[config.mk]
export PLATFORM = sky130hd
export DESIGN_NAME = uart_tx
export DESIGN_NICKNAME = d
export VERILOG_FILES = /design/src/rtl/uart_tx.sv
export SDC_FILE = /design/constraint.sdc
export NUM_CORES = 1
export LEC_CHECK = 0
export ABC_AREA = 1
export CAP_MARGIN = 25
export CORE_MARGIN = 4
export CORE_UTILIZATION = 40
export CTS_CLUSTER_DIAMETER = 30
export CTS_CLUSTER_SIZE = 40
export DETAILED_ROUTE_END_ITERATION = 16
export SLEW_MARGIN = 20
export SYNTH_ARGS = -nofsm -noshare
export SYNTH_HDL_FRONTEND = slang
export SYNTH_SLANG_ARGS = --single-unit
[constraint.sdc]
create_clock -name clk -period 2 [get_ports clk]
set_clock_uncertainty 0.05 [all_clocks]
set_input_delay 0.3 -clock clk [delete_from_list [all_inputs] [get_ports clk]]
set_output_delay 0.3 -clock clk [all_outputs]
set_load 0.005 [all_outputs]
[src/rtl/uart_tx.sv]
// UART transmitter: start, DATA_BITS payload (LSB first), optional parity, STOP_BITS stop bits.
// Define UART_TX_PARITY_EN to add the PARITY state and the PARITY_ODD parameter.
module uart_tx #(
    parameter int unsigned DATA_BITS = 8,
    parameter int unsigned STOP_BITS = 1
`ifdef UART_TX_PARITY_EN
    , parameter bit PARITY_ODD = 1'b0
`endif
) (
    input  logic       clk,
    input  logic       reset,
    input  logic       baud_tick,
    input  logic [7:0] tx_data,
    input  logic       tx_valid,
    output logic       tx_ready,
    output logic       tx,
    output logic       tx_busy,
    output logic       tx_done
);

    typedef enum logic [2:0] {
        IDLE,
        LOAD,
        START,
        DATA,
`ifdef UART_TX_PARITY_EN
        PARITY,
`endif
        STOP
    } state_e;

    localparam logic [2:0] LAST_IDX  = 3'(DATA_BITS - 1);
    localparam logic       STOP_LAST = 1'(STOP_BITS - 1);

    state_e                 state_q, state_d;
    logic [DATA_BITS-1:0]   data_q, data_d;
    logic [2:0]             bit_idx_q, bit_idx_d;
    logic                   stop_cnt_q, stop_cnt_d;
    logic                   tx_q, tx_d;
`ifdef UART_TX_PARITY_EN
    logic                   parity_q, parity_d;
`endif

    always_ff @(posedge clk or posedge reset) begin
        if (reset) begin
            state_q    <= IDLE;
            data_q     <= '0;
            bit_idx_q  <= '0;
            stop_cnt_q <= 1'b0;
            tx_q       <= 1'b1;
`ifdef UART_TX_PARITY_EN
            parity_q   <= 1'b0;
`endif
        end else begin
            state_q    <= state_d;
            data_q     <= data_d;
            bit_idx_q  <= bit_idx_d;
            stop_cnt_q <= stop_cnt_d;
            tx_q       <= tx_d;
`ifdef UART_TX_PARITY_EN
            parity_q   <= parity_d;
`endif
        end
    end

    // data_q shifts right as bits go out, so data_q[0] is always the next payload bit
    always_comb begin
        state_d    = state_q;
        data_d     = data_q;
        bit_idx_d  = bit_idx_q;
        stop_cnt_d = stop_cnt_q;
        tx_d       = tx_q;
        tx_done    = 1'b0;
`ifdef UART_TX_PARITY_EN
        parity_d   = parity_q;
`endif
        case (state_q)
            IDLE: begin
                if (tx_valid) begin
                    data_d  = tx_data[DATA_BITS-1:0];
                    state_d = LOAD;
`ifdef UART_TX_PARITY_EN
                    parity_d = (^tx_data[DATA_BITS-1:0]) ^ PARITY_ODD;
`endif
                end
            end
            LOAD: begin
                if (baud_tick) begin
                    tx_d    = 1'b0;
                    state_d = START;
                end
            end
            START: begin
                if (baud_tick) begin
                    tx_d      = data_q[0];
                    data_d    = data_q >> 1;
                    bit_idx_d = '0;
                    state_d   = DATA;
                end
            end
            DATA: begin
                if (baud_tick) begin
                    if (bit_idx_q == LAST_IDX) begin
`ifdef UART_TX_PARITY_EN
                        tx_d    = parity_q;
                        state_d = PARITY;
`else
                        tx_d       = 1'b1;
                        stop_cnt_d = 1'b0;
                        state_d    = STOP;
`endif
                    end else begin
                        tx_d      = data_q[0];
                        data_d    = data_q >> 1;
                        bit_idx_d = bit_idx_q + 3'd1;
                    end
                end
            end
`ifdef UART_TX_PARITY_EN
            PARITY: begin
                if (baud_tick) begin
                    tx_d       = 1'b1;
                    stop_cnt_d = 1'b0;
                    state_d    = STOP;
                end
            end
`endif
            STOP: begin
                if (baud_tick) begin
                    if (stop_cnt_q == STOP_LAST) begin
                        tx_done = 1'b1;
                        state_d = IDLE;
                    end else begin
                        stop_cnt_d = stop_cnt_q + 1'b1;
                    end
                end
            end
            default: state_d = IDLE;
        endcase
    end

    assign tx       = tx_q;
    assign tx_ready = (state_q == IDLE);
    assign tx_busy  = (state_q != IDLE);

endmodule
==> impl_metrics.sql, run 1 <==
INSERT INTO impl_metrics (metric_group, metric, value, unit) VALUES
('grt', 'maximum_number_of_pins_on_one_net_before_global_route_repair', '16', ''),
('die', 'die_area', '0.00313', 'mm²'),
('power', 'power_leakage', '0.645', 'nW'),
('power', 'p_total', '0.00185', 'W'),
('critical_path', 'worstSetupPathType', 'register to output pin', ''),
('critical_path', 'crit_path_cell_trace', 'inv_1, nand2_1, nor2_2, inv_1, clkdlybuf4s50_1', ''),
('power', 'power_density', '1590', 'mW/mm²'),
('timing', 'maxClockFrequency', '0.533', 'GHz'),
('cts', 'htree_num_levels', '1', ''),
('die', 'effective_utilization_at_floorplan', '0.416', ''),
('routing', 'antenna_left', '0', ''),
('critical_path', 'crit_required', '1.65', 'ns'),
('critical_path', 'critical_path_peak_fanout', '5', ''),
('cts', 'cts_root_buf', 'sky130_fd_sc_hd__clkbuf_4', ''),
('placed_design', 'place.port_buffers', '15', ''),
('die', 'core_box_area', '0.00221', 'mm²'),
('timing', 'finalCriticalPeriod', '1.88', 'ns'),
('placed_design', 'place_hpwl', '1380', 'µm'),
('routing', 'avg_vias_per_cell', '4.61', ''),
('power', 'ir_worst_vdd', '664', 'µV'),
('grt', 'wire_length_of_the_first_global_routing_pass', '3230', 'µm'),
('routing', 'postRouteWirelength', '1870', 'µm'),
('critical_path', 'cp_common_cell', 'sky130_fd_sc_hd__inv_1', ''),
('synth', 'yosys_warnings', '0', ''),
('status', 'run_status', 'complete, no violations', ''),
('cts', 'cts-root-to-sink-buffers', '2', ''),
('cells_and_area', 'area_growth', '26.2', '%'),
('placed_design', 'pre_cts_slack', '0.153', 'ns'),
('grt', 'grt_remaining_overflow', '0', ''),
('synth', 'postSynthNetCount', '140', ''),
('placed_design', 'place.gp.congestion', '0.831', ''),
('routing', 'drt_pass1_iterations', '4', ''),
('die', 'die_x', '56.0', 'µm'),
('routing', 'drc_errors', '0', ''),
('cts', 'cts.sink_count', '15', ''),
('synth', 'synth_area', '921', 'µm²'),
('die', 'ios', '16', ''),
('timing', 'hold_viol', '0', ''),
('die', 'die_h', '56.0', 'µm'),
('die', 'placement_rows', '17', ''),
('timing', 'final-max-slew-violation-count', '0', ''),
('timing', 'fin_worst_hold_slack', '0.316', 'ns'),
('cts', 'tritoncts_clock_tree', 'yes', ''),
('cts', 'cts_hold_repair_buffers', '0', ''),
('synth', 'netlist.area_leader.share', '0.380', ''),
('synth', 'number_of_cells_produced_by_synthesis', '126', ''),
('synth', 'netlist-cell-type-count', '18', ''),
('synth', 'post_synth_main_area_contributors', 'sky130_fd_sc_hd__dfrtp_1, sky130_fd_sc_hd__nand2_1, sky130_fd_sc_hd__nand2_4, sky130_fd_sc_hd__inv_1, sky130_fd_sc_hd__nand3_1', ''),
('grt', 'antenna_found_initial', '0', ''),
('timing', 'setup_ws', '0.123', 'ns'),
('critical_path', 'worst_setup_path_end_kind', 'output pin', ''),
('critical_path', 'cp_slowest_cell', 'sky130_fd_sc_hd__dfrtp_2', ''),
('timing', 'timing.setup.tns', '0', 'ns'),
('routing', 'detailroute.via_count', '807', ''),
('synth', 'ys_ff_latch', '15', ''),
('flow_run', 'cap_violations', '0', ''),
('synth', 'postSynthAreaPerCell', '7.31', 'µm²'),
('timing', 'fin_crit_sh', '0.939', ''),
('synth', 'synth_top_cell_by_area', 'sky130_fd_sc_hd__dfrtp_1', ''),
('timing', 'slew_worst_pin', '0.587', 'ns'),
('hold_path', 'holdCritPathClass', 'primary input to asynchronous set/reset pin', ''),
('timing', 'grt_setup_unrepaired', 'no', ''),
('routing', 'routedWlPerCell', '10.7', 'µm'),
('grt', 'groute.usage.overall', '0.131', ''),
('routing', 'detail_route.iter0.violations', '12', ''),
('cells_and_area', 'num-nets-final', '162', ''),
('critical_path', 'worstSetupStartpointType', 'register', ''),
('critical_path', 'timing.critical_path.arrival', '1.53', 'ns'),
('grt', 'grt_pass1_vias', '777', ''),
('cts', 'clk_latency', '0.28', 'ns'),
('cts', 'cts-buffers-inserted', '3', ''),
('critical_path', 'critPathMaxStageDelay', '0.47', 'ns'),
('timing', 'worst_slew_margin_rel', '0.609', ''),
('cts', 'clkSlewWorstSetupHoldPaths', '0.10', 'ns'),
('timing', 'finalSetupViolCount', '0', ''),
('cells_and_area', 'layout_cell_share_with_drive_strength_beyond_1', '0.211', ''),
('synth', 'synth.yosys.seq_area_share', '0.409', ''),
('cells_and_area', 'antennaDiodeCount', '0', '');
-- per-layer routing --
layer,up-vias,global-route usage,part of all wire
met5,-,0,0
met3,6,0.0278,0.027
met1,359,0.159,0.45
met2,11,0.224,0.49
met4,0,0.0508,0.027
li1,431,-,-
-- sequential cells by signal, indices dropped and copies added (netlist names) --
| signal | count |
|---|---|
| tx | 1 |
| bit_idx_q | 3 |
| state_q | 3 |
| data_q | 8 |
-- per-stage QoR --
step                instances  cell area [µm²]   util
floorplan                 126              921      -
global placement          169             1100  0.498
detailed placement        169             1100  0.498
CTS                       173             1130  0.512
global route              175             1160  0.525
finish                    175             1160  0.525
-- critical path, delay by kind of cell (launching register included) --
| family | cells | cell delay (ns) |
|---|---|---|
| DFF | 1 | 0.47 |
| and+or+nand+nor | 2 | 0.22 |
| buffers and inverters | 3 | 0.55 |
-- report_power, final --
| group | leakage (nW) | switching, W | internal [W] |
|---|---|---|---|
| registers | 0.187 | 0.000103 | 0.000453 |
| clock network | 0.0177 | 0.000106 | 0.0000742 |
| logic | 0.441 | 0.000681 | 0.000434 |
-- final timing paths --
check,start,to,slack (ns),depth (start not counted)
hold reg to reg,tx,tx,0.43,2
setup reg to reg,state_q[2],data_q[1],0.44,9
hold / removal,reset,bit_idx_q[1],0.32,2
max in group asynchronous,reset,state_q[0],1.17,2
min in group clk,tx,tx,0.43,2
setup / recovery,state_q[1],tx_busy,0.12,5
-- final cells by class --
| type | instances | area (µm²) |
|---|---|---|
| Timing Repair Buffer | 18 | 178 |
| Sequential cell | 15 | 379 |
| Clock inverter | 1 | 5.00 |
| Inverter | 14 | 52.6 |
| Fill cell | 228 | 1050 |
| Multi-Input combinational cell | 96 | 490 |
| Clock buffer | 3 | 22.5 |
| Tap cell | 28 | 35.0 |
-- synthesized netlist by cell type --
master,number
sky130_fd_sc_hd__buf_6,1
sky130_fd_sc_hd__dfrtp_1,14
sky130_fd_sc_hd__dfstp_2,1
sky130_fd_sc_hd__ha_1,2
sky130_fd_sc_hd__inv_1,10
sky130_fd_sc_hd__inv_2,4
sky130_fd_sc_hd__nand2_1,64
sky130_fd_sc_hd__nand2_2,3
sky130_fd_sc_hd__nand2_4,4
sky130_fd_sc_hd__nand3_1,7
sky130_fd_sc_hd__nand3_2,3
sky130_fd_sc_hd__nor2_1,4
sky130_fd_sc_hd__nor2_2,1
sky130_fd_sc_hd__nor2_4,1
sky130_fd_sc_hd__nor2_8,1
sky130_fd_sc_hd__nor3_1,1
sky130_fd_sc_hd__o21ai_1,4
sky130_fd_sc_hd__o21ai_2,1
-- placed cells by master (no fill, tap or decap) --
cell                              instances
sky130_fd_sc_hd__dfstp_2                  1
sky130_fd_sc_hd__nor2_4                   2
sky130_fd_sc_hd__dfrtp_1                 12
sky130_fd_sc_hd__inv_1                    9
sky130_fd_sc_hd__clkbuf_4                 3
sky130_fd_sc_hd__dlymetal6s2s_1           2
sky130_fd_sc_hd__nand2_2                  3
sky130_fd_sc_hd__nand3_1                  7
sky130_fd_sc_hd__ha_1                     2
sky130_fd_sc_hd__nand2_4                  4
sky130_fd_sc_hd__nand3_2                  3
sky130_fd_sc_hd__buf_4                    3
sky130_fd_sc_hd__nor2_8                   1
sky130_fd_sc_hd__nor3_1                   1
sky130_fd_sc_hd__clkinv_2                 1
sky130_fd_sc_hd__nand2_1                 64
sky130_fd_sc_hd__o21ai_1                  4
sky130_fd_sc_hd__inv_2                    5
sky130_fd_sc_hd__nor2_2                   2
sky130_fd_sc_hd__nor2_1                   2
sky130_fd_sc_hd__dfrtp_2                  2
sky130_fd_sc_hd__clkdlybuf4s50_1         13
sky130_fd_sc_hd__o21ai_2                  1
-- timing repair --
item	CTS	global route
pin swaps	0	2
setup endpoints to repair	1	3
gates cloned	0	0
buffers inserted	0	2
resized for setup	1	7
-- cell families (layout without fill, tap and decap cells) --
kind of cell    Yosys count  after routing  synth area share
buf+inv                  15             36            0.0693
compound gates            5              5            0.0313
simple gates             89             89             0.463
flops                    15             15             0.409
fa+ha+maj                 2              2            0.0272
(Power assumes the default switching activity.)
==> run 2, diff against run 1 <==
--- a/config.mk
+++ b/config.mk
@@ -12,6 +12,7 @@
 export CTS_CLUSTER_DIAMETER = 30
 export CTS_CLUSTER_SIZE = 40
 export DETAILED_ROUTE_END_ITERATION = 16
+export SKIP_CTS_REPAIR_TIMING = 1
 export SLEW_MARGIN = 20
 export SYNTH_ARGS = -nofsm -noshare
 export SYNTH_HDL_FRONTEND = slang
==> run 2 against run 1 <==
  * Register-to-register slack about the same
  * Critical path type unchanged
  * Largest power group unchanged
  * Final area is 0.86% lower
  * Largest cell class unchanged
  * Total power down 1.0%
  * Cell count decreased by 0.57%
  * First-iteration DRC count grew 58%
  * Clock power barely moved
  * Utilization fell by 0.45 points
  * Combinational power about the same
  * Fmax shrank 1.9%
==> impl_metrics.sql, run 2 (synthesis results as in run 1) <==
INSERT INTO impl_metrics (metric_group, metric, value, unit) VALUES
('placed_design', 'place.port_buffers', '15', ''),
('cts', 'cts_root_buf', 'sky130_fd_sc_hd__clkbuf_4', ''),
('timing', 'hold_viol', '0', ''),
('cells_and_area', 'layout_common_cells', 'sky130_fd_sc_hd__nand2_1, sky130_fd_sc_hd__clkdlybuf4s50_1, sky130_fd_sc_hd__dfrtp_1', ''),
('critical_path', 'critical_path_peak_fanout', '4', ''),
('timing', 'setup_ws', '0.0867', 'ns'),
('timing', 'maxClockFrequency', '0.523', 'GHz'),
('grt', 'antenna_found_initial', '0', ''),
('cells_and_area', 'area_growth', '25.1', '%'),
('placed_design', 'place_hpwl', '1380', 'µm'),
('timing', 'grt_setup_unrepaired', 'yes', ''),
('timing', 'final-max-slew-violation-count', '0', ''),
('placed_design', 'place.gp.congestion', '0.831', ''),
('die', 'die_area', '0.00313', 'mm²'),
('timing', 'finalSetupViolCount', '0', ''),
('placed_design', 'pre_cts_slack', '0.153', 'ns'),
('grt', 'wire_length_of_the_first_global_routing_pass', '3200', 'µm'),
('power', 'power_leakage', '0.622', 'nW'),
('cts', 'clk_latency', '0.28', 'ns'),
('timing', 'worst_slew_margin_rel', '0.609', ''),
('routing', 'detailroute.via_count', '805', ''),
('cts', 'tritoncts_clock_tree', 'yes', ''),
('die', 'ios', '16', ''),
('die', 'effective_utilization_at_floorplan', '0.416', ''),
('cells_and_area', 'num-nets-final', '161', ''),
('cts', 'htree_num_levels', '1', ''),
('die', 'core_box_area', '0.00221', 'mm²'),
('cells_and_area', 'top_regs', 'data_q (8), bit_idx_q (3), state_q (3)', ''),
('flow_run', 'cap_violations', '0', ''),
('timing', 'slew_worst_pin', '0.586', 'ns'),
('critical_path', 'rr_startpoint', 'state_q[2]', ''),
('grt', 'maximum_number_of_pins_on_one_net_before_global_route_repair', '16', ''),
('power', 'ir_worst_vdd', '661', 'µV'),
('critical_path', 'setup.worst_path.start', 'state_q[0]', ''),
('placed_design', 'placed_cell_area', '0.00110', 'mm²'),
('routing', 'antenna_left', '0', ''),
('cts', 'clkSlewWorstSetupHoldPaths', '0.10', 'ns'),
('cts', 'cts-root-to-sink-buffers', '2', ''),
('cts', 'cts-buffers-inserted', '3', ''),
('power', 'power_density', '1590', 'mW/mm²'),
('routing', 'routedWlPerCell', '10.3', 'µm'),
('cells_and_area', 'layout_cell_share_with_drive_strength_beyond_1', '0.205', ''),
('cells_and_area', 'regMostFlops', 'data_q', ''),
('grt', 'grt_pass1_vias', '768', ''),
('cells_and_area', 'final_core_util', '0.521', ''),
('critical_path', 'worst_setup_path_end_kind', 'output pin', ''),
('grt', 'grt_remaining_overflow', '0', ''),
('routing', 'detail_route.iter0.violations', '19', ''),
('routing', 'drt_pass1_iterations', '4', ''),
('cells_and_area', 'design_area', '0.00115', 'mm²'),
('routing', 'postRouteWirelength', '1800', 'µm'),
('cts', 'cts.sink_count', '15', ''),
('status', 'run_status', 'complete, no violations', ''),
('hold_path', 'holdCritPathClass', 'primary input to asynchronous set/reset pin', ''),
('critical_path', 'crit_required', '1.65', 'ns'),
('cells_and_area', 'largest_reg_flops', '8', ''),
('power', 'p_total', '0.00183', 'W'),
('critical_path', 'worstSetupStartpointType', 'register', ''),
('timing', 'timing.setup.tns', '0', 'ns'),
('critical_path', 'worstSetupPathType', 'register to output pin', ''),
('timing', 'fin_crit_sh', '0.957', ''),
('cells_and_area', 'antennaDiodeCount', '0', ''),
('cells_and_area', 'leading_cell_type_in_the_layout_fill_and_taps_excluded', 'sky130_fd_sc_hd__nand2_1', ''),
('routing', 'drc_errors', '0', ''),
('critical_path', 'timing.critical_path.arrival', '1.56', 'ns'),
('die', 'die_h', '56.0', 'µm'),
('die', 'die_x', '56.0', 'µm'),
('grt', 'groute.usage.overall', '0.130', ''),
('routing', 'avg_vias_per_cell', '4.63', ''),
('timing', 'finalCriticalPeriod', '1.91', 'ns'),
('die', 'placement_rows', '17', '');
-- run 2: power breakdown --
| part | leakage (nW) | total [W] | switching, W | internal (W) |
|---|---|---|---|---|
| registers | 0.187 | 0.000564 | 0.000111 | 0.000453 |
| logic | 0.417 | 0.00109 | 0.000666 | 0.000422 |
| clock network | 0.0177 | 0.000180 | 0.000106 | 0.0000742 |
| total | 0.622 | 0.00183 | 0.000883 | 0.000949 |
-- run 2: worst max-delay path: stages, from the launching register on --
cell and delay (ns):
sky130_fd_sc_hd__dfrtp_2 0.46, sky130_fd_sc_hd__nor2_4 0.14, sky130_fd_sc_hd__nand2_1 0.08, sky130_fd_sc_hd__nor2_1 0.09, sky130_fd_sc_hd__clkdlybuf4s50_1 0.51
-- run 2: layer usage --
metal,global-route usage,vias to the layer above,wire length (µm)
met5,0,-,0
met4,0.0508,0,23
met3,0.0278,4,63
met2,0.220,13,888
met1,0.159,359,822
li1,-,429,-
-- run 2: final cells by class --
type                       instances  area (µm²)
fill                             229        1060
multi-input combinational         96         490
clock buffer                       3        22.5
timing repair buffer              17         168
tap                               28        35.0
inverter                          14        52.6
clock inverter                     1        5.00
sequential                        15         379
-- run 2: final timing paths --
check,end,slack [ns],cells after the start
min,bit_idx_q[1],0.32,2
min reg2reg,tx,0.43,2
max reg2reg,data_q[1],0.45,9
min in group clk,tx,0.43,2
max,tx_done,0.09,4
max in group asynchronous,state_q[0],1.17,2
-- run 2: per-stage QoR --
stage / std cells / hold WS [ns]
4_1_cts: 173 / 0.336
3_3_place_gp: 169 / 0.405
5_1_grt: 174 / 0.346
6_report: 174 / 0.316
3_5_place_dp: 169 / 0.409
2_1_floorplan: 126 / 0.151
==> run 3, diff against run 2 <==
--- a/config.mk
+++ b/config.mk
@@ -6,12 +6,14 @@
 export NUM_CORES = 1
 export LEC_CHECK = 0
 export ABC_AREA = 1
+export ABC_CLOCK_PERIOD_IN_PS = 2000
 export CAP_MARGIN = 25
 export CORE_MARGIN = 4
-export CORE_UTILIZATION = 40
+export CORE_UTILIZATION = 45
 export CTS_CLUSTER_DIAMETER = 30
 export CTS_CLUSTER_SIZE = 40
 export DETAILED_ROUTE_END_ITERATION = 16
+export PLACE_DENSITY = 0.7
 export SKIP_CTS_REPAIR_TIMING = 1
 export SLEW_MARGIN = 20
 export SYNTH_ARGS = -nofsm -noshare
==> run 3 against run 2 <==
  * Register-to-register slack got worse by 0.02 ns
  * Sequential share of layout area decreased by 0.071 points
  * Utilization increased by 6.8 points
  * Total power increased by 1.4%
  * Critical endpoint is now tx_ready
  * Largest cell class unchanged
==> impl_metrics.sql, run 3 (synthesis results as in run 1) <==
INSERT INTO impl_metrics (metric_group, metric, value, unit) VALUES
('status', 'run_status', 'complete, no violations', ''),
('routing', 'postRouteWirelength', '1880', 'µm'),
('routing', 'routedWlPerCell', '10.8', 'µm'),
('critical_path', 'worstSetupStartpointType', 'register', ''),
('power', 'p_total', '0.00186', 'W'),
('timing', 'maxClockFrequency', '0.509', 'GHz'),
('cells_and_area', 'layout_common_cells', 'sky130_fd_sc_hd__nand2_1, sky130_fd_sc_hd__clkdlybuf4s50_1, sky130_fd_sc_hd__dfrtp_1', ''),
('die', 'effective_utilization_at_floorplan', '0.469', ''),
('cells_and_area', 'layout_cell_share_with_drive_strength_beyond_1', '0.197', ''),
('grt', 'grt_pass1_vias', '787', ''),
('critical_path', 'setup.worst_path.start', 'state_q[0]', ''),
('grt', 'maximum_number_of_pins_on_one_net_before_global_route_repair', '16', ''),
('critical_path', 'crit_required', '1.65', 'ns'),
('grt', 'groute.usage.overall', '0.158', ''),
('die', 'die_h', '53.2', 'µm'),
('cts', 'cts.sink_count', '15', ''),
('grt', 'wire_length_of_the_first_global_routing_pass', '3220', 'µm'),
('critical_path', 'crit_path_cell_trace', 'inv_1, nand2_1, nor2_2, clkdlybuf4s50_1', ''),
('routing', 'drt_pass1_iterations', '4', ''),
('cells_and_area', 'leading_cell_type_in_the_layout_fill_and_taps_excluded', 'sky130_fd_sc_hd__nand2_1', ''),
('timing', 'hold_viol', '0', ''),
('power', 'combinationalPowerShare', '0.601', ''),
('timing', 'slew_worst_pin', '0.566', 'ns'),
('timing', 'finalSetupViolCount', '0', ''),
('critical_path', 'timing.critical_path.max_delay_family', 'buffers and inverters', ''),
('timing', 'worst_slew_margin_rel', '0.622', ''),
('cts', 'tritoncts_clock_tree', 'yes', ''),
('critical_path', 'path_buf_inv', '2', ''),
('routing', 'drc_errors', '0', ''),
('critical_path', 'critPathMaxStageDelay', '0.51', 'ns'),
('power', 'ir_worst_vdd', '788', 'µV'),
('cells_and_area', 'final_cell_count_no_fill', '174', ''),
('critical_path', 'critical_path_peak_fanout', '4', ''),
('power', 'power_density', '1610', 'mW/mm²'),
('timing', 'fin_crit_sh', '0.983', ''),
('placed_design', 'place_hpwl', '1400', 'µm'),
('routing', 'detail_route.iter0.violations', '11', ''),
('cts', 'clk_latency', '0.28', 'ns'),
('timing', 'final-max-slew-violation-count', '0', ''),
('placed_design', 'placed_cells', '169', ''),
('cts', 'cts_root_buf', 'sky130_fd_sc_hd__clkbuf_4', ''),
('power', 'power_frac_clock', '0.092', ''),
('critical_path', 'rr_startpoint', 'state_q[2]', ''),
('cts', 'cts-root-to-sink-buffers', '2', ''),
('die', 'core_box_area', '0.00196', 'mm²'),
('power', 'pwr-share-seq', '0.307', ''),
('cells_and_area', 'largest_reg_flops', '8', ''),
('power', 'power.switching', '0.000903', 'W'),
('cells_and_area', 'num-nets-final', '162', ''),
('power', 'power_switching_share', '0.486', ''),
('cts', 'clkSlewWorstSetupHoldPaths', '0.09', 'ns'),
('critical_path', 'cp_slowest_cell', 'sky130_fd_sc_hd__clkdlybuf4s50_1', ''),
('routing', 'antenna_left', '0', ''),
('critical_path', 'worst_setup_path_end_kind', 'output pin', ''),
('cells_and_area', 'regMostFlops', 'data_q', ''),
('critical_path', 'worstSetupPathType', 'register to output pin', ''),
('grt', 'grt_remaining_overflow', '0', ''),
('die', 'die_area', '0.00283', 'mm²'),
('power', 'power_leakage', '0.613', 'nW'),
('cells_and_area', 'antennaDiodeCount', '0', ''),
('die', 'ios', '16', ''),
('placed_design', 'place.port_buffers', '15', ''),
('timing', 'grt_setup_unrepaired', 'yes', ''),
('critical_path', 'timing.critical_path.arrival', '1.62', 'ns'),
('routing', 'detailroute.via_count', '807', ''),
('hold_path', 'holdCritPathClass', 'primary input to asynchronous set/reset pin', ''),
('routing', 'avg_vias_per_cell', '4.64', ''),
('timing', 'finalCriticalPeriod', '1.97', 'ns'),
('die', 'placement_rows', '16', ''),
('flow_run', 'cap_violations', '0', ''),
('cts', 'cts-buffers-inserted', '3', ''),
('placed_design', 'placed_cell_area', '0.00111', 'mm²'),
('cells_and_area', 'area_growth', '25.4', '%'),
('power', 'cellInternalPower', '0.000955', 'W'),
('grt', 'antenna_found_initial', '0', ''),
('cells_and_area', 'top_regs', 'data_q (8), bit_idx_q (3), state_q (3)', ''),
('die', 'die_x', '53.2', 'µm'),
('cells_and_area', 'design_area', '0.00115', 'mm²'),
('cts', 'htree_num_levels', '1', ''),
('placed_design', 'place.gp.congestion', '0.814', '');
==> run 3: cell count changes in the layout (fill, tap and decap cells not counted) <==
cell / delta
sky130_fd_sc_hd__clkinv_2: -1
sky130_fd_sc_hd__dlymetal6s2s_1: -1
sky130_fd_sc_hd__buf_4: +1
sky130_fd_sc_hd__clkdlybuf4s50_1: +1
sky130_fd_sc_hd__inv_2: -1
sky130_fd_sc_hd__clkbuf_1: +1
sky130_fd_sc_hd__inv_1: +1
==> run 3: final cells by class <==
cell class	count	area [µm²]
Timing Repair Buffer	18	173
Sequential cell	15	379
Tap cell	27	33.8
Multi-Input combinational cell	96	490
Clock buffer	4	26.3
Inverter	14	52.6
Fill cell	189	807
==> run 3: power groups by stage <==
stage	Combinational, W	Sequential, W	Clock, W
after floorplan	0.000843	0.000539	0
after global placement	0.00106	0.000551	0
after CTS	0.00109	0.000553	0.000185
final	0.00112	0.000570	0.000172
after global routing	0.00128	0.000590	0.000197
after detailed placement	0.00108	0.000559	0
==> run 3: per-stage QoR <==
stage	setup WS (ns)	TNS (ns)	util	hold WS (ns)
after global routing	-0.0586	-0.124	0.589	0.363
after global placement	0.199	0	0.565	0.404
after detailed placement	0.190	0	0.565	0.410
after CTS	-0.0339	-0.0339	0.578	0.335
after floorplan	0.585	0	-	0.151
final	0.0338	0	0.589	0.313
==> run 3: path summary, 6_finish.rpt <==
kind | end | slack, ns | depth (start not counted)
setup / recovery | tx_ready | 0.03 | 4
hold / removal | data_q[4] | 0.31 | 2
setup reg to reg | data_q[2] | 0.43 | 9
hold reg to reg | bit_idx_q[0] | 0.43 | 1
max in group asynchronous | state_q[0] | 1.19 | 2
min in group clk | bit_idx_q[0] | 0.43 | 1
==> run 3: layer usage <==
metal	GRT usage	vias to the layer above	part of all wire
li1	-	428	-
met1	0.180	350	0.45
met2	0.269	23	0.48
met3	0.0338	6	0.045
met4	0.0894	0	0.025
met5	0	-	0
==> RTL change 1, RTL diff (settings of run 3) <==
`data_q` no longer has a reset.
--- a/src/rtl/uart_tx.sv
+++ b/src/rtl/uart_tx.sv
@@ -44,7 +44,6 @@
     always_ff @(posedge clk or posedge reset) begin
         if (reset) begin
             state_q    <= IDLE;
-            data_q     <= '0;
             bit_idx_q  <= '0;
             stop_cnt_q <= 1'b0;
             tx_q       <= 1'b1;
@@ -53,7 +52,6 @@
 `endif
         end else begin
             state_q    <= state_d;
-            data_q     <= data_d;
             bit_idx_q  <= bit_idx_d;
             stop_cnt_q <= stop_cnt_d;
             tx_q       <= tx_d;
@@ -61,6 +59,10 @@
             parity_q   <= parity_d;
 `endif
         end
+    end
+
+    always_ff @(posedge clk) begin
+        data_q <= data_d;
     end
 
     // data_q shifts right as bits go out, so data_q[0] is always the next payload bit
Behaviour: no difference found for any inputs over 10 cycles, from zero or initial values and one cycle with reset high; that may be too few to reach the edited logic, so the function may still have changed.
==> RTL change 1 against run 3 <==
  * Power down 15%
  * Combinational power down 31%
  * Via count down 16%
  * Design area down 9.1%
  * Sequential cell count unchanged
  * Largest power group unchanged
  * Synthesized area down 13%
  * Wire length down 22%
  * Clock power about the same
  * Non-clock buffer count up 2
  * Worst setup slack better by 85 ps
==> RTL change 1: results (changes against run 3) <==
[routing]
via_count = 674  ; was 807
route.met2.wl_um = 659  ; was 900 um
wl_per_cell_um = 10.3  ; was 10.8 um
first_pass_iters = 4  ; unchanged
drt_iter0_drc = 15  ; was 11
wl_met3_um = 79  ; was 85 um
top_layer_used = met4  ; unchanged
wl_met1_um = 696  ; was 849 um

[synthesis]
synthTopCellsByArea = edfxtp_1, dfrtp_1, nand2_1  ; was dfrtp_1, nand2_1, nand2_4
ys_types = 17  ; was 18
synth-edff-count = 8  ; was 0
yosysSeqAreaShare_pct = 52.0  ; was 40.9%
synth_common_cells = nand2_1, inv_1, nand3_1, edfxtp_1  ; was nand2_1, dfrtp_1, inv_1, nand3_1
syn_nets = 111  ; was 140
async_flop_share_pct = 46.7  ; was 100%
ys.flop_type = edfxtp_1  ; was dfrtp_1

[placed_design]
place_congestion = 0.862  ; was 0.814
dpl_cell_area_um2 = 995  ; was 0.00111 mm2
dp_hpwl_mm = 1.13  ; was 1.40 mm

[global_routing]
antenna_found_initial = 0  ; unchanged
grt_pass1_wl_mm = 2.46  ; was 3.22 mm
grt_max_degree = 11  ; was 16
grt_pass1_vias = 564  ; was 787
globalRouteTotalUtil_pct = 13.1  ; was 15.8%

[power_and_ir_drop]
power.leakage_nw = 0.524  ; was 0.613 nW
ir_worst_vdd_v = 0.000729  ; was 0.000788 V
p_int_mw = 0.938  ; was 0.955 mW

[final_layout]
num_antenna_cells = 0  ; unchanged
top_regs = data_q: 8 flops, bit_idx_q: 3 flops, state_q: 3 flops  ; unchanged
nets = 135  ; was 162
drive_above_1_share_pct = 16.8  ; was 19.7%

[worst_setup_path]
worst_path_max_delay_cell = dfrtp_1  ; was clkdlybuf4s50_1
cp_slowest_stage_delay_ps = 580  ; was 510 ps
crit_fanout = 9  ; was 4
cp.arrival_ps = 1530  ; was 1620 ps

[cts]
cts_buffers = 3  ; unchanged
htree_levels = 1  ; unchanged
clock_path_buffers = 2  ; unchanged
clock-root-buffer = clkbuf_4  ; unchanged

[run_status]
outcome = finished, final reports clean  ; unchanged

[timing]
slew_headroom_pct = 74.4  ; was 62.2%

[worst_hold_path]
hp-class = input pin to async pin  ; unchanged

## RTL change 1: layout make-up
class,instances,area [um2]
fillers,140,544
flip-flops and latches,15,418
multi-input cells,66,333
repair buffers,20,190
inverters,14,52.6
well taps,24,30.0
clock buffers,4,26.3
## RTL change 1: per-layer routing
layer / GRT usage [%] / vias to the layer above
met4: 8.29 / 0
met1: 17.2 / 301
met2: 18.9 / 17
met3: 3.85 / 4
met5: 0 / -
li1: - / 352
## RTL change 1: critical path: cells and delay by family, from the launching register on
kind                   cells  cell delay [ps]
buffers and inverters      2              550
DFF                        1              580
and+or+nand+nor            1              110
## RTL change 1: logic make-up (layout without fill, tap and decap cells)
family,Yosys count,count (layout),synth area share [%]
and+or+nand+nor,57,57,31.7
DFF,15,15,52.0
buffers and inverters,15,38,7.49
AOI/OAI and AO/OA,6,6,4.21
adders and majority gates,3,3,4.68
## RTL change 1: path summary, 6_finish.rpt
path                                                from                       end  slack, ps  cells after the start
max in group asynchronous                          reset            tx$_DFFE_PP1P_       1430                      2
worst min-delay path                               reset  bit_idx_q[1]$_DFFE_PP0P_        200                      2
worst max-delay path              state_q[2]$_DFFE_PP0P_                   tx_busy        120                      3
worst min register to register            tx$_DFFE_PP1P_            tx$_DFFE_PP1P_        450                      2
worst max register to register  bit_idx_q[0]$_DFFE_PP0P_       data_q[1]$_DFFE_PP_        180                      6
min in group clk                          tx$_DFFE_PP1P_            tx$_DFFE_PP1P_        450                      2
## RTL change 1: power by group through the flow
stage	sequential [mW]	combinational (mW)	clock [mW]
CTS	0.636	0.725	0.183
detailed placement	0.643	0.719	0
floorplan	0.596	0.529	0
global placement	0.634	0.712	0
finish	0.625	0.776	0.172
global route	0.645	0.887	0.199
## RTL change 1: per-stage QoR
step	worst slack, ps	hold WS (ps)	std cells	setup TNS (ps)
CTS	-47.1	198	140	-47.1
floorplan	159	52.7	96	0
finish	119	196	143	0
global placement	198	434	136	0
global route	10.8	212	143	0
detailed placement	187	437	136	0
==> RTL change 2, RTL diff (config.mk and constraints of run 3) <==
Without the edit above. `DATA_BITS`: 8 -> 6.
--- a/src/rtl/uart_tx.sv
+++ b/src/rtl/uart_tx.sv
@@ -1,7 +1,7 @@
 // UART transmitter: start, DATA_BITS payload (LSB first), optional parity, STOP_BITS stop bits.
 // Define UART_TX_PARITY_EN to add the PARITY state and the PARITY_ODD parameter.
 module uart_tx #(
-    parameter int unsigned DATA_BITS = 8,
+    parameter int unsigned DATA_BITS = 6,
     parameter int unsigned STOP_BITS = 1
 `ifdef UART_TX_PARITY_EN
     , parameter bit PARITY_ODD = 1'b0
Check against the original RTL: not equivalent (Yosys sat finds a counterexample within 10 cycles, from zero or initial values and one cycle with reset high).
==> RTL change 2 against run 3 <==
  * Global-route usage fell by 1.3 points
  * Synthesized area down 12%
  * Wire length decreased by 13%
  * Worst setup slack better by 83 ps
  * Sequential cell count fell by 2
  * Power is 13% lower
  * Die area shrank 10%
  * Design area fell by 10%
  * Largest power group unchanged
==> RTL change 2: results (changes against run 3) <==
[final_layout]
post_layout_nonfiller_instances = 155  ; was 174
top_regs = data_q: 6 flops, bit_idx_q: 3 flops, state_q: 3 flops  ; was data_q: 8 flops, bit_idx_q: 3 flops, state_q: 3 flops
num_antenna_cells = 0  ; unchanged
drive_above_1_share_pct = 17.7  ; was 19.7%
fillers = 153  ; was 189
nets = 145  ; was 162

[worst_setup_path]
worst_path_max_delay_cell = clkdlybuf4s50_1  ; unchanged
cp.arrival_ps = 1530  ; was 1620 ps
cp_slowest_stage_delay_ps = 520
rr_startpoint = state_q[2]$_DFFE_PP0P_  ; unchanged
r2r_slack_ps = 530  ; was 430 ps
crit_fanout = 4  ; unchanged
r2r-end = bit_idx_q[0]$_DFFE_PP0P_  ; was data_q[2]$_DFFE_PP0P_
r2r_cells = 6  ; was 9
crit_family = buffers and inverters  ; unchanged

[die]
die_x_um = 50.4  ; was 53.2 um

[synthesis]
syn_nets = 123  ; was 140
yosys_warnings = 0  ; unchanged
yosysSeqAreaShare_pct = 40.4  ; was 40.9%
synth.avg_cell_area_um2 = 7.42  ; was 7.31 um2
ys.flop_type = dfrtp_1  ; unchanged
synthTopCellsByArea = dfrtp_1, nand2_1, nand3_1  ; was dfrtp_1, nand2_1, nand2_4
synth_common_cells = nand2_1, nand3_1, dfrtp_1, inv_1, nor2_1  ; was nand2_1, dfrtp_1, inv_1, nand3_1
async_flop_share_pct = 100  ; unchanged
ys_types = 18  ; unchanged

[placed_design]
io_buffers = 13  ; was 15
pre_cts_ws_ps = 193  ; was 190 ps
dp_hpwl_mm = 1.21  ; was 1.40 mm
dpl_cell_area_um2 = 985  ; was 0.00111 mm2
place_congestion = 0.789  ; was 0.814

[cts]
clk_latency_ps = 270
clock-root-buffer = clkbuf_4  ; unchanged
htree_levels = 1  ; unchanged
clock_path_buffers = 2  ; unchanged
cts_buffers = 3  ; unchanged
path_clk_slew_ps = 80

[power_and_ir_drop]
ir_worst_vdd_v = 0.000971  ; was 0.000788 V
power.leakage_nw = 0.552  ; was 0.613 nW

[global_routing]
globalRouteTotalUtil_pct = 14.5  ; was 15.8%
antenna_found_initial = 0  ; unchanged
grt_pass1_wl_mm = 2.82  ; was 3.22 mm
grt_max_degree = 14  ; was 16
grt_pass1_vias = 660  ; was 787

[timing]
timing.hold.ws_ps = 294  ; was 313 ps
slew_headroom_pct = 67.0  ; was 62.2%

[routing]
drt_iter0_drc = 11  ; unchanged
via_count = 747  ; was 807
first_pass_iters = 4  ; unchanged
wl_per_cell_um = 10.6  ; was 10.8 um

[run_status]
outcome = finished, final reports clean  ; unchanged

[worst_hold_path]
hp-class = input pin to async pin  ; unchanged

## RTL change 2: changes by cell type in the layout (fill, tap and decap cells not counted), moves of 3 or more
cell     before  now
inv_2         4    1
nand2_1      64   37
o21ai_1       4    0
nand3_1       7   20
nor2_1        2    7
o21ai_0       0    3
## RTL change 2: layer usage
metal	global-route usage (%)	part of all wire, %
met3	5.34	4.6
met1	17.9	47
met2	22.8	47
met5	0	0
met4	5.38	1.0
## RTL change 2: area by class of cell
type / instances / area, um2 / area share, %
Clock buffer: 4 / 26.3 / 2.54
Inverter: 11 / 41.3 / 3.99
Multi-Input combinational cell: 85 / 448 / 43.3
Sequential cell: 13 / 328 / 31.7
Tap cell: 25 / 31.3 / 3.02
Timing Repair Buffer: 17 / 160 / 15.5
## RTL change 2: logic make-up (layout without fill, tap and decap cells)
group,after synthesis,count (layout),share of synthesized area [%]
buffers and inverters,11,32,5.11
AND/OR/NAND/NOR,77,77,46.3
flip-flops,13,13,40.4
XOR/XNOR,1,1,1.08
AO/OA/AOI/OAI,5,5,4.02
adder cells (fa/ha/maj),2,2,3.10
## RTL change 2: worst max-delay path by stage
stage,startpoint,end,slack [ps],cells after the start
2_1_floorplan,state_q[0]$_DFFE_PP0P_,tx_busy,740,4
3_3_place_gp,baud_tick,tx_done,200,4
3_5_place_dp,baud_tick,tx_done,190,4
4_1_cts,state_q[1]$_DFFE_PP0P_,tx_ready,-70,4
5_1_grt,state_q[1]$_DFFE_PP0P_,tx_ready,20,4
6_report,state_q[1]$_DFFE_PP0P_,tx_ready,120,4
## RTL change 2: where the power goes
| part | internal, mW | switching, mW |
|---|---|---|
| combinational | 0.396 | 0.579 |
| sequential | 0.393 | 0.0964 |
| clock | 0.0773 | 0.0828 |
| total | 0.866 | 0.758 |
